## src/rtl/ladder_swap_ctrl.sv

```systemverilog
// Conditional-swap initiator for the Montgomery ladder: scans the scalar
// MSB-first, drives cswap requests and sequences the ladder steps.
module ladder_swap_ctrl #(
    parameter int WID  = 256,
    parameter int NBIT = 255,
    parameter int IDXW = 8,
    parameter int TOUT = 16
) (
    input  logic            clk,
    input  logic            rst,
    input  logic            start,
    input  logic [WID-1:0]  scalar,
    output logic            cs_en,
    output logic [WID-1:0]  cs_swap,
    output logic            cs_final,
    input  logic            cs_vld,
    output logic            step_req,
    input  logic            step_done,
    output logic [IDXW-1:0] bit_idx,
    output logic            busy,
    output logic            done,
    output logic            err
);

    localparam int TW = $clog2(TOUT + 1);

    typedef enum logic [3:0] {
        S_IDLE,
        S_SWAP_REQ,
        S_SWAP_WAIT,
        S_STEP_REQ,
        S_STEP_WAIT,
        S_FIN_REQ,
        S_FIN_WAIT,
        S_DONE,
        S_ERR
    } state_t;

    state_t          state_q, state_d;
    logic [WID-1:0]  k_q, k_d;
    logic [IDXW-1:0] idx_q, idx_d;
    logic [TW-1:0]   tmr_q, tmr_d;
    logic            swap_q, swap_d;
    logic            cs_en_q, cs_en_d;
    logic            cs_sw_q, cs_sw_d;
    logic            cs_final_q, cs_final_d;
    logic            step_req_q, step_req_d;
    logic            busy_q, busy_d;
    logic            done_q, done_d;
    logic            err_q, err_d;

    logic            k_bit;
    logic            expired;

    assign k_bit   = |(k_q & (WID'(1) << idx_q));
    assign expired = (tmr_q == TW'(TOUT - 1));

    assign cs_en    = cs_en_q;
    assign cs_swap  = WID'(cs_sw_q);
    assign cs_final = cs_final_q;
    assign step_req = step_req_q;
    assign bit_idx  = idx_q;
    assign busy     = busy_q;
    assign done     = done_q;
    assign err      = err_q;

    always_ff @(posedge clk or posedge rst) begin
        if (rst) begin
            state_q    <= S_IDLE;
            k_q        <= '0;
            idx_q      <= '0;
            tmr_q      <= '0;
            swap_q     <= 1'b0;
            cs_en_q    <= 1'b0;
            cs_sw_q    <= 1'b0;
            cs_final_q <= 1'b0;
            step_req_q <= 1'b0;
            busy_q     <= 1'b0;
            done_q     <= 1'b0;
            err_q      <= 1'b0;
        end else begin
            state_q    <= state_d;
            k_q        <= k_d;
            idx_q      <= idx_d;
            tmr_q      <= tmr_d;
            swap_q     <= swap_d;
            cs_en_q    <= cs_en_d;
            cs_sw_q    <= cs_sw_d;
            cs_final_q <= cs_final_d;
            step_req_q <= step_req_d;
            busy_q     <= busy_d;
            done_q     <= done_d;
            err_q      <= err_d;
        end
    end

    always_comb begin
        state_d    = state_q;
        k_d        = k_q;
        idx_d      = idx_q;
        tmr_d      = tmr_q;
        swap_d     = swap_q;
        cs_en_d    = 1'b0;
        cs_sw_d    = cs_sw_q;
        cs_final_d = cs_final_q;
        step_req_d = 1'b0;
        busy_d     = busy_q;
        done_d     = 1'b0;
        err_d      = err_q;

        unique case (state_q)
            S_IDLE, S_ERR: begin
                if (start) begin
                    k_d     = scalar;
                    idx_d   = IDXW'(NBIT - 1);
                    swap_d  = 1'b0;
                    busy_d  = 1'b1;
                    err_d   = 1'b0;
                    state_d = S_SWAP_REQ;
                end
            end
            S_SWAP_REQ: begin
                cs_en_d = 1'b1;
                cs_sw_d = swap_q ^ k_bit;
                swap_d  = k_bit;
                tmr_d   = '0;
                state_d = S_SWAP_WAIT;
            end
            S_SWAP_WAIT: begin
                // a response on the expiry cycle still counts
                if (cs_vld) begin
                    state_d = S_STEP_REQ;
                end else if (expired) begin
                    err_d   = 1'b1;
                    busy_d  = 1'b0;
                    state_d = S_ERR;
                end else begin
                    tmr_d = tmr_q + TW'(1);
                end
            end
            S_STEP_REQ: begin
                step_req_d = 1'b1;
                state_d    = S_STEP_WAIT;
            end
            S_STEP_WAIT: begin
                if (step_done) begin
                    if (idx_q == '0) begin
                        state_d = S_FIN_REQ;
                    end else begin
                        idx_d   = idx_q - IDXW'(1);
                        state_d = S_SWAP_REQ;
                    end
                end
            end
            S_FIN_REQ: begin
                cs_en_d    = 1'b1;
                cs_sw_d    = swap_q;
                cs_final_d = 1'b1;
                tmr_d      = '0;
                state_d    = S_FIN_WAIT;
            end
            S_FIN_WAIT: begin
                if (cs_vld) begin
                    cs_final_d = 1'b0;
                    state_d    = S_DONE;
                end else if (expired) begin
                    cs_final_d = 1'b0;
                    err_d      = 1'b1;
                    busy_d     = 1'b0;
                    state_d    = S_ERR;
                end else begin
                    tmr_d = tmr_q + TW'(1);
                end
            end
            S_DONE: begin
                done_d  = 1'b1;
                busy_d  = 1'b0;
                state_d = S_IDLE;
            end
            default: begin
                state_d = S_IDLE;
            end
        endcase
    end

endmodule

```

## config.mk

```make
export PLATFORM = sky130hd
export DESIGN_NAME = ladder_swap_ctrl
export DESIGN_NICKNAME = d
export VERILOG_FILES = /design/src/rtl/ladder_swap_ctrl.sv
export SDC_FILE = /design/constraint.sdc
export NUM_CORES = 1
export LEC_CHECK = 0
export BUFFER_PORTS_ARGS = -buffer_cell sky130_fd_sc_hd__buf_4
export CAP_MARGIN = 5
export CORE_AREA = 5 5 202 204
export CTS_CLUSTER_SIZE = 16
export DETAILED_ROUTE_END_ITERATION = 7
export DIE_AREA = 0 0 207 209
export GPL_TIMING_DRIVEN = 0
export PLACE_DENSITY = 0.68
export SLEW_MARGIN = 10
export SYNTH_ARGS = -nofsm -noshare
export SYNTH_HDL_FRONTEND = slang
export SYNTH_SLANG_ARGS = --single-unit
```

## constraint.sdc

```tcl
create_clock -name clk -period 16.1 [get_ports clk]
set_clock_uncertainty 0.05 [all_clocks]
set_input_delay 0.805 -clock clk [delete_from_list [all_inputs] [get_ports clk]]
set_output_delay 0.805 -clock clk [all_outputs]
set_load 0.05 [all_outputs]
```

==> flow_summary.json <==
{
  "path_class": "flip-flop to flip-flop",
  "yosys-top-cells-count": "nand2_1, dfrtp_1, buf_4",
  "outcome": "completed",
  "synth_edf_count": 0,
  "fin_crit_sh_pct": 27.9,
  "initialDrtViolationCount": 1418,
  "place_inst": 2884,
  "synth_area_leaders": "dfrtp_1, nand2_1, buf_4",
  "wl_met2_um": 26900,
  "grt_max_degree": 124,
  "syn_inst": 1827,
  "ys_seq_elements": 281,
  "synthXorXnorAreaFrac_pct": 0.348,
  "slew_headroom_pct": 7.72,
  "setup_viol": 0,
  "finalHoldViolations": 0,
  "crit_path_start": "bit_idx[1]$_DFFE_PP0P_",
  "place.gp.congestion": 0.969,
  "worst_setup_path_end_kind": "flip-flop",
  "critPathLaunchType": "flip-flop",
  "fillCellCount": 3748,
  "synth_compound_area_share_pct": 8.83,
  "worst_path_most_repeated_cell": "clkbuf_1",
  "io_buffers": 275,
  "drive_above_1_share_pct": 25.7,
  "cts.path.max_buffers": 3,
  "synth_most_common_cell": "nand2_1",
  "wl_per_cell_um": 19.8,
  "worst_path_max_delay_cell": "nor4_1",
  "multi_input_area_sq_um": 6590,
  "clk_latency_ns": 0.58,
  "maxSlewViolCount": 0,
  "worstPathMaxFanout": 10,
  "syn-cell-area_sq_um": 15100,
  "syn_to_final_growth_pct": 32.4,
  "synth.largest_area_cell": "dfrtp_1",
  "postCtsHoldBufs": 0,
  "dpl-instance-area_sq_um": 18900,
  "worst_pin_slew_ns": 1.38,
  "worstPathArrival_ns": 4.93,
  "synth_top_family_by_area": "simple AND/OR/NAND/NOR gates",
  "wl_um": 58100,
  "met1_length_um": 22600,
  "r2r_start": "bit_idx[1]$_DFFE_PP0P_",
  "top_layer": "met4",
  "cts_tree": "built",
  "cts_root_buffer": "clkbuf_16",
  "ctsHtreeMaxLevel": 1,
  "ys_seq_area_share_pct": 46.5,
  "core_sq_um": 39100,
  "antenna_found_initial": 0,
  "yosysWarnings": 0,
  "syn_avg_cell_area_sq_um": 8.27,
  "max_freq_mhz": 223,
  "dp_hpwl_um": 44500,
  "maxCapViolCount": 0,
  "regArea_sq_um": 7030,
  "pin_count": 531,
  "grt_usage_pct": 25.5,
  "cts_setup_buffers": 0,
  "wl_met3_um": 5870,
  "rows": 73,
  "cts_resized": 0,
  "dr_total_vias": 14100,
  "cp_cell_sequence": "inv_1, ha_1, clkbuf_1, nor4bb_1, clkbuf_1, a22oi_1, nand4_1, a2111oi_0, o2111ai_1, nor4_1, o31ai_1, a31oi_1",
  "antenna_left": 0,
  "fin_area_sq_um": 20000,
  "yosys.area.top_type_share_pct": 46.5,
  "grt_pass1_wl_um": 85500,
  "synthSimpleGateAreaFrac_pct": 26.4,
  "tns_ns": 0,
  "chipWidth_um": 207,
  "critPathRequiredTime_ns": 16.54,
  "p_leak_nw": 10.9,
  "cts_buffers": 30,
  "fin_crit_ns": 4.49,
  "peakVddDrop_mv": 0.0870,
  "num_antenna_cells": 0,
  "grt_setup_unrepaired": "no",
  "firstDrtPassIters": 6,
  "instances_no_fill": 2940,
  "hold_class": "input pin to asynchronous set/reset pin",
  "max_stage_delay_ns": 0.88,
  "synth-async-reset-ratio_pct": 100,
  "synthMuxAreaShare_pct": 1.13,
  "p_per_area_nw_per_um2": 162,
  "layout.nets": 2659,
  "ys.flop_type": "dfrtp_1",
  "die-area_sq_um": 43300,
  "viasPerCell": 4.81,
  "chipHeight_um": 209,
  "clock_sinks": 281,
  "path_clk_slew_ns": 0.06,
  "grt_pass1_vias": 14100,
  "grt_overflow": 0,
  "drcViolationCount": 0,
  "start_util_pct": 38.7,
  "synth_fa_ha_area_share_pct": 0.580,
  "ys_types": 63
}
final timing paths:
kind / end / slack (ns) / depth (start not counted)
max: cs_sw_q$_DFFE_PP0P_ / 11.61 / 12
min: state_q[0]$_DFFE_PP0P_ / 0.19 / 2
max reg2reg: cs_sw_q$_DFFE_PP0P_ / 11.61 / 12
min reg2reg: k_q[134]$_DFFE_PP0P_ / 0.43 / 2
max in group asynchronous: k_q[234]$_DFFE_PP0P_ / 14.81 / 3
min in group clk: k_q[120]$_DFFE_PP0P_ / 0.36 / 3
cell families (layout without fill, tap and decap cells):
logic type / after synthesis / after routing
adders and majority gates: 7 / 7
AOI/OAI and AO/OA: 187 / 187
buffers and inverters: 381 / 715
muxes: 16 / 16
and+or+nand+nor: 948 / 948
xor gates and xnor gates: 6 / 6
other: 1 / 255
DFF: 281 / 281
critical path: cells and delay by family, from the launching register on:
kind	cells	cell delay, ns
flops	1	0.46
simple gates	3	1.30
compound gates	5	1.55
buf+inv	3	0.81
fa+ha+maj	1	0.23
report_power, final:
| part | internal, mW | leakage [nW] | switching [mW] |
|---|---|---|---|
| clock network | 0.484 | 0.568 | 0.299 |
| logic | 0.397 | 6.86 | 0.801 |
| registers | 1.03 | 3.48 | 0.233 |
| total | 1.91 | 10.9 | 1.33 |
stage by stage:
| step | power, mW | util [%] | setup slack [ns] | hold slack (ns) |
|---|---|---|---|---|
| after floorplan | 2.02 | - | 7.49 | 0.387 |
| after global placement | 2.41 | 48.1 | 4.61 | 0.403 |
| after detailed placement | 2.44 | 48.2 | 11.74 | 0.409 |
| after CTS | 3.23 | 51.2 | 11.74 | 0.214 |
| after global routing | 3.43 | 51.2 | 11.32 | 0.237 |
| final | 3.25 | 51.2 | 11.61 | 0.190 |
flip-flops by register name, summed over array words and instances, names as in the netlist:
signal,flops
err,1
k_q,256
step_req,1
done,1
cs_sw_q,1
swap_q,1
tmr_q,5
cs_en,1
busy,1
bit_idx,8
cs_final,1
state_q,4
layout make-up:
class	count	area share [%]
Clock inverter	14	1.24
Clock buffer	42	4.48
Inverter	11	0.244
Multi-Input combinational cell	1419	33.0
Sequential cell	281	35.1
Tap cell	525	3.28
Buffer	370	12.0
Timing Repair Buffer	278	10.6
routing by layer:
layer	up-vias	track usage, %
met3	154	6.83
met2	816	41.5
met4	0	10.0
met5	-	0
met1	6576	32.7
li1	6584	-
cell usage in the layout, fill, tap and decap left out, types with 7 or more instances in the layout:
master     count
nand2_1      814
buf_4        537
dfrtp_1      281
conb_1       255
clkbuf_1      98
a22oi_1       52
nand3_1       34
a21oi_1       33
clkbuf_16     30
o21ai_0       25
nor2_1        17
and4b_1       13
a221oi_1      12
and3_1        11
inv_1         10
buf_2         10
a222oi_1      10
clkbuf_8      10
mux2i_1        8
mux2_2         8
and4_1         7
a31oi_1        7
nand4_1        7
o211ai_1       7
ha_1           7
(Power assumes the default switching activity.)
